<file path="config.mk">
export PLATFORM = sky130hd
export DESIGN_NAME = switch_led_top
export DESIGN_NICKNAME = d
export VERILOG_FILES = /design/src/rtl/switch_led_top.sv
export SDC_FILE = /design/constraint.sdc
export NUM_CORES = 1
export LEC_CHECK = 0
export ABC_AREA = 0
export CORE_UTILIZATION = 55
export DETAILED_ROUTE_END_ITERATION = 10
export PLACE_DENSITY = 0.74
export SLEW_MARGIN = 20
export SYNTH_ARGS = -nofsm -noshare
export SYNTH_HDL_FRONTEND = slang
export SYNTH_SLANG_ARGS = --single-unit
</file>
<file path="constraint.sdc">
create_clock -name i_clk -period 2.53 [get_ports i_clk]
set_clock_uncertainty 0.2 [all_clocks]
set_input_delay 0.253 -clock i_clk [delete_from_list [all_inputs] [get_ports i_clk]]
set_output_delay 0.253 -clock i_clk [all_outputs]
set_load 0.1 [all_outputs]
</file>
<file path="src/rtl/switch_led_top.sv">
// Four independent push-switch channels. Each channel has a 2-flop synchronizer,
// a stability-counter debouncer, and a press detector that toggles its LED.
module switch_led_top #(
  parameter int unsigned DEBOUNCE_CYCLES = 4,
  parameter int unsigned CNT_W           = 8
) (
  input  logic       i_clk,
  input  logic       i_rst,
  input  logic [3:0] i_sw_n,
  output logic       o_led_blue,
  output logic       o_led_green,
  output logic       o_led_orange,
  output logic       o_led_red
);

  localparam logic [CNT_W-1:0] CNT_LAST = CNT_W'(DEBOUNCE_CYCLES - 1);
  localparam logic [CNT_W-1:0] CNT_ONE  = CNT_W'(1);

  logic [3:0]       s1_q, s2_q;
  logic [3:0]       db_q, db_d;
  logic [3:0]       led_q, led_d;
  logic [CNT_W-1:0] cnt_q [4];
  logic [CNT_W-1:0] cnt_d [4];

  // Plain two-flop synchronizer; reset to the released level.
  always_ff @(posedge i_clk or posedge i_rst) begin
    if (i_rst) begin
      s1_q <= 4'hF;
      s2_q <= 4'hF;
    end else begin
      s1_q <= i_sw_n;
      s2_q <= s1_q;
    end
  end

  always_comb begin
    db_d  = db_q;
    led_d = led_q;
    for (int ch = 0; ch < 4; ch++) begin
      cnt_d[ch] = cnt_q[ch];
    end
    for (int ch = 0; ch < 4; ch++) begin
      if (s2_q[ch] == db_q[ch]) begin
        cnt_d[ch] = '0;
      end else if (cnt_q[ch] == CNT_LAST) begin
        db_d[ch]  = s2_q[ch];
        cnt_d[ch] = '0;
        // A press is the debounced level falling from released to pressed.
        if (db_q[ch]) begin
          led_d[ch] = ~led_q[ch];
        end
      end else begin
        cnt_d[ch] = cnt_q[ch] + CNT_ONE;
      end
    end
  end

  always_ff @(posedge i_clk or posedge i_rst) begin
    if (i_rst) begin
      db_q  <= 4'hF;
      led_q <= 4'h0;
      for (int ch = 0; ch < 4; ch++) begin
        cnt_q[ch] <= '0;
      end
    end else begin
      db_q  <= db_d;
      led_q <= led_d;
      for (int ch = 0; ch < 4; ch++) begin
        cnt_q[ch] <= cnt_d[ch];
      end
    end
  end

  assign o_led_blue   = led_q[0];
  assign o_led_green  = led_q[1];
  assign o_led_orange = led_q[2];
  assign o_led_red    = led_q[3];

endmodule

</file>
==> impl_metrics.py, run 1 <==
metrics = {
    "clock_network": {
        "holdBufCountCts": 0,
        "htree_levels": 2,
        "cts_setup_buffers": 0,
        "tritoncts": "done",
        "insertion_delay_ns": 0.30,
        "clk_pin_slew_worst_paths_ns": 0.08,
        "cts_root_buf": "clkbuf_8",
        "cts_resized": 0,
        "cts.path.max_buffers": 2,
        "cts_buffers": 5,
        "numClockSinks": 48,
    },
    "timing": {
        "setup_tns_ns": 0,
        "rsz0062_at_grt": "false",
        "finalHoldViolCount": 0,
        "fmax_mhz": 581,
        "slew_headroom_pct": 61.8,
        "maxSlewViolCount": 0,
        "final-setup-viol-count": 0,
        "hold_ws_ns": 0.156,
        "worst_slew_pin_slew_ns": 0.573,
        "fin_crit_sh_pct": 68.1,
        "finalCriticalPeriod_ns": 1.72,
    },
    "cells_and_area": {
        "nFillCells": 285,
        "layout.nets": 228,
        "seq_area_um2": 1220,
        "design_area_um2": 2400,
        "multi_input_area_um2": 906,
        "n_antenna_cell": 0,
        "drive_gt1_share_pct": 14.7,
        "utilization_pct": 64.6,
        "area_growth_pct": 10.5,
    },
    "global_route": {
        "antenna_found_initial": 0,
        "track_usage_pct": 20.0,
        "grt.overflow.total": 0,
        "grt_max_degree": 49,
        "grt_pass1_vias": 1465,
        "grt_pass1_wl_um": 6240,
    },
    "logic_synthesis": {
        "synthAdderAreaFrac_pct": 6.92,
        "ys_types": 21,
        "synth_enable_flop_cells": 0,
        "ys_ff_latch": 48,
        "synth_compound_area_share_pct": 7.03,
        "synth_flop_cell": "dfrtp_1",
        "syn_inst": 193,
        "synth_area_leaders": "dfrtp_1 41%, dfstp_2 15%, ha_1 6.9%",
        "synth_fp_nets": 211,
        "synth_top_family_by_area": "simple AND/OR/NAND/NOR gates",
        "synth.most_common_cell": "dfrtp_1",
        "yosys.area.top_type": "dfrtp_1",
        "yosysSeqAreaShare_pct": 56.0,
        "yosysTopAreaCellShare_pct": 41.5,
        "synth_xor_area_share_pct": 6.46,
        "syn-mean-instance-area_um2": 11.2,
        "synthTopCellsByCount": "36 x dfrtp_1, 20 x nand3_1, 20 x nor2_1",
        "synth.mux.area_fraction_pct": 2.07,
        "yosysWarnings": 0,
        "synth_area_um2": 2170,
        "yosys.area_share.simple_pct": 19.3,
        "async_reset_ff_share_pct": 100,
    },
    "floorplan": {
        "start_util_pct": 58.4,
        "num_rows": 22,
        "dieArea_um2": 4200,
        "core_area_um2": 3720,
        "num_io_pins": 10,
        "die_w_um": 64.8,
        "fp.dieH_um": 64.8,
    },
    "worst_setup_path": {
        "end_kind": "register",
        "path_class": "register to register",
        "path_max_fanout": 4,
        "cp-start-kind": "register",
        "worstPathRequired_ns": 2.55,
        "cp.arrival_ns": 1.74,
    },
    "drt": {
        "first_pass_iters": 4,
        "drt-wirelength-per-cell_um": 13.4,
        "vias": 1406,
        "routed_wl_um": 3470,
        "ant_nets": 0,
        "drtIter0Drc": 47,
        "drt-vias-per-instance": 5.43,
        "route.detailed.drc": 0,
    },
    "worst_hold_path": {
        "hp-class": "input pin to register",
    },
    "place": {
        "io_buffers": 9,
        "routabilityCongestion": 0.810,
        "dpl.hpwl_um": 2490,
        "place_area_um2": 2320,
    },
    "job": {
        "cap_violations": 0,
    },
    "pwr": {
        "power_leakage_nw": 1.04,
        "ir_worst_vdd_mv": 0.466,
        "p_per_area_nw_per_um2": 887,
        "finalPower_mw": 2.13,
    },
    "run_status": {
        "status": "completed",
    },
}
==> sequential cells by signal (all words and copies together) (netlist names) <==
register and flops:
s1_q 4, db_q 4, cnt_q 32, s2_q 4
led_q 4
==> area by class of cell <==
| cell class | instances | area share [%] |
|---|---|---|
| Timing Repair Buffer | 10 | 3.65 |
| Tap cell | 48 | 2.50 |
| Multi-Input combinational cell | 132 | 37.7 |
| Clock inverter | 1 | 0.209 |
| Sequential cell | 48 | 50.7 |
| Inverter | 13 | 2.03 |
| Clock buffer | 7 | 3.18 |
==> path summary, 6_finish.rpt <==
kind	slack, ns	cells after the start	from	endpoint
worst max-delay path	0.81	4	s2_q[2]	db_q[2]
worst min-delay path	0.16	1	i_sw_n[3]	s1_q[3]
worst max register to register	0.81	4	s2_q[2]	db_q[2]
worst min register to register	0.16	0	s1_q[0]	s2_q[0]
max in group asynchronous	1.53	3	i_rst	s2_q[0]
min in group asynchronous	0.21	3	i_rst	cnt_q[21]
==> report_power, final <==
group | total [mW] | switching (mW) | internal, mW
Sequential | 1.07 | 0.147 | 0.923
Clock | 0.431 | 0.237 | 0.194
Combinational | 0.628 | 0.404 | 0.224
Total | 2.13 | 0.787 | 1.34
==> logic make-up after synthesis <==
family | count (synthesis)
XOR/XNOR | 16
buffers and inverters | 13
multiplexers | 4
AO/OA/AOI/OAI | 28
adder cells (fa/ha/maj) | 12
flip-flops | 48
AND/OR/NAND/NOR | 72
==> per-stage QoR <==
step	instances	setup slack [ns]
finish	259	0.808
global route	259	0.755
CTS	259	0.805
detailed placement	251	0.816
global placement	251	0.910
floorplan	193	0.927
==> critical path, stage by stage (launching register included) <==
cell	delay (ns)
dfstp_2	0.54
inv_1	0.05
ha_1	0.34
nand3b_1	0.19
mux2_1	0.34
==> metal layers <==
layer / routed length, um / track usage, % / vias to the layer above
met1: 1600 / 24.0 / 668
met3: 136 / 6.87 / 8
li1: - / - / 710
met2: 1660 / 33.1 / 20
met4: 63 / 7.22 / 0
met5: 0 / 0 / -
==> cell usage in the layout (no fill, tap or decap), types with 12 or more instances in the layout <==
master,n
dfrtp_1,36
nand3_1,20
nor2_1,20
inv_1,12
o21ai_0,12
or3_1,12
a21oi_1,12
ha_1,12
dfstp_2,12
No activity file was read; power rests on OpenSTA's default activity.
==> inputs of run 2 (changes only) <==
==> constraint.sdc (replaced) <==
create_clock -name i_clk -period 1.6 [get_ports i_clk]
set_clock_uncertainty 0.2 [all_clocks]
set_input_delay 0.16 -clock i_clk [delete_from_list [all_inputs] [get_ports i_clk]]
set_output_delay 0.16 -clock i_clk [all_outputs]
set_load 0.1 [all_outputs]
==> run 2 against run 1 <==
Effect of this change:
- global-route usage rose by 0.47 points
- core utilization grew 7.5 points
- via count rose by 5.0%
- flip-flop and latch count unchanged
- register-to-register slack got worse by 0.79 ns
- highest routed layer unchanged
==> impl_metrics.py, run 2 (synthesis results as in run 1) <==
metrics = {
    "worst_hold_path": {
        "hp-class": "input pin to async pin",
    },
    "cells_and_area": {
        "n_antenna_cell": 0,
        "layout_common_cells": "34 x dfrtp_1, 20 x nand3_1, 20 x nor2_1",
        "largest_register_ffs": 32,
        "utilization_pct": 72.1,
        "top_register": "cnt_q",
        "area_growth_pct": 23.3,
        "layout_commonest_cell": "dfrtp_1",
        "drive_gt1_share_pct": 27.8,
        "layout.nets": 244,
    },
    "drt": {
        "drtIter0Drc": 68,
        "routed_wl_um": 3840,
        "ant_nets": 0,
        "drt-wirelength-per-cell_um": 14.0,
        "first_pass_iters": 4,
        "drt-vias-per-instance": 5.37,
        "vias": 1477,
        "route.detailed.drc": 0,
    },
    "clock_network": {
        "clk_pin_slew_worst_paths_ns": 0.08,
        "cts.path.max_buffers": 2,
        "holdBufCountCts": 0,
        "insertion_delay_ns": 0.29,
        "numClockSinks": 48,
        "tritoncts": "done",
        "cts_buffers": 5,
        "htree_levels": 2,
        "cts_root_buf": "clkbuf_8",
    },
    "place": {
        "routabilityCongestion": 0.798,
        "io_buffers": 9,
        "dpl.hpwl_um": 2650,
    },
    "floorplan": {
        "start_util_pct": 58.4,
        "num_rows": 22,
        "die_w_um": 64.8,
        "fp.dieH_um": 64.8,
        "num_io_pins": 10,
        "core_area_um2": 3720,
        "dieArea_um2": 4200,
    },
    "global_route": {
        "grt_max_degree": 49,
        "grt_pass1_wl_um": 6420,
        "grt.overflow.total": 0,
        "antenna_found_initial": 0,
        "track_usage_pct": 20.5,
        "grt_pass1_vias": 1479,
    },
    "pwr": {
        "power_leakage_nw": 1.14,
        "finalPower_mw": 3.79,
        "ir_worst_vdd_mv": 0.714,
        "p_per_area_nw_per_um2": 1410,
    },
    "worst_setup_path": {
        "path_max_fanout": 3,
        "cp.arrival_ns": 1.61,
        "worstPathRequired_ns": 1.63,
        "cp-start-kind": "register",
        "path_class": "register to register",
        "end_kind": "register",
    },
    "timing": {
        "maxSlewViolCount": 0,
        "worst_slew_pin_slew_ns": 0.347,
        "fmax_mhz": 632,
        "final-setup-viol-count": 0,
        "fin_crit_sh_pct": 98.9,
        "finalHoldViolCount": 0,
        "rsz0062_at_grt": "true",
        "finalCriticalPeriod_ns": 1.58,
        "slew_headroom_pct": 76.7,
    },
    "run_status": {
        "status": "completed",
    },
    "job": {
        "cap_violations": 0,
    },
}
[run 2: changes by cell type in the layout (fill, tap and decap cells not counted), sizes merged]
cell / delta
clkbuf: +1
clkinv: -1
buf: +16
[run 2: worst paths after layout]
path                       slack (ns)        end  startpoint  cells past startpoint
max                              0.02    db_q[1]     s2_q[1]                      4
min                              0.02  cnt_q[20]       i_rst                      3
max reg2reg                      0.02    db_q[1]     s2_q[1]                      4
min reg2reg                      0.16    s2_q[2]     s1_q[2]                      0
max in group asynchronous        0.90    db_q[2]       i_rst                      3
min in group i_clk               0.06    s1_q[1]   i_sw_n[1]                      1
[run 2: through the flow]
step / cells / setup TNS (ns) / cell area, um2 / hold slack, ns / worst slack, ns
floorplan: 193 / 0 / 2180 / -0.0355 / 0.0154
global placement: 260 / 0 / 2460 / 0.146 / 0.00852
detailed placement: 260 / -0.0689 / 2460 / 0.148 / -0.0619
CTS: 268 / 0 / 2580 / 0.0376 / 0.00131
global route: 275 / -0.328 / 2680 / 0.0472 / -0.0346
finish: 275 / 0 / 2680 / 0.0179 / 0.0171
[run 2: cell type report]
type | count | area [um2]
Sequential cell | 48 | 1220
Fill cell | 258 | 1040
Multi-Input combinational cell | 132 | 990
Timing Repair Buffer | 26 | 270
Clock buffer | 8 | 90.1
Tap cell | 48 | 60.1
Inverter | 13 | 48.8
[run 2: repair_timing]
item / in CTS / in global routing
setup endpoints to repair: 3 / 33
pin swaps: 1 / 4
buffers inserted: 0 / 7
resized for setup: 5 / 12
[run 2: power by group]
group / switching, mW / internal (mW) / leakage (nW)
Sequential: 0.219 / 1.47 / 0.613
Combinational: 0.754 / 0.636 / 0.483
Clock: 0.357 / 0.352 / 0.0455
[run 2: metal layers]
metal / wire (um) / global-route usage [%] / vias up
met5: 0 / 0 / -
met4: 48 / 10.3 / 0
met2: 2060 / 35.2 / 17
li1: - / - / 734
met3: 95 / 4.23 / 5
met1: 1640 / 24.1 / 721
[run 2: worst max-delay path, stage by stage (launching register included)]
cell and delay, ns:
dfstp_2 0.54, inv_1 0.04, ha_1 0.29, nand3b_1 0.17, mux2_2 0.28
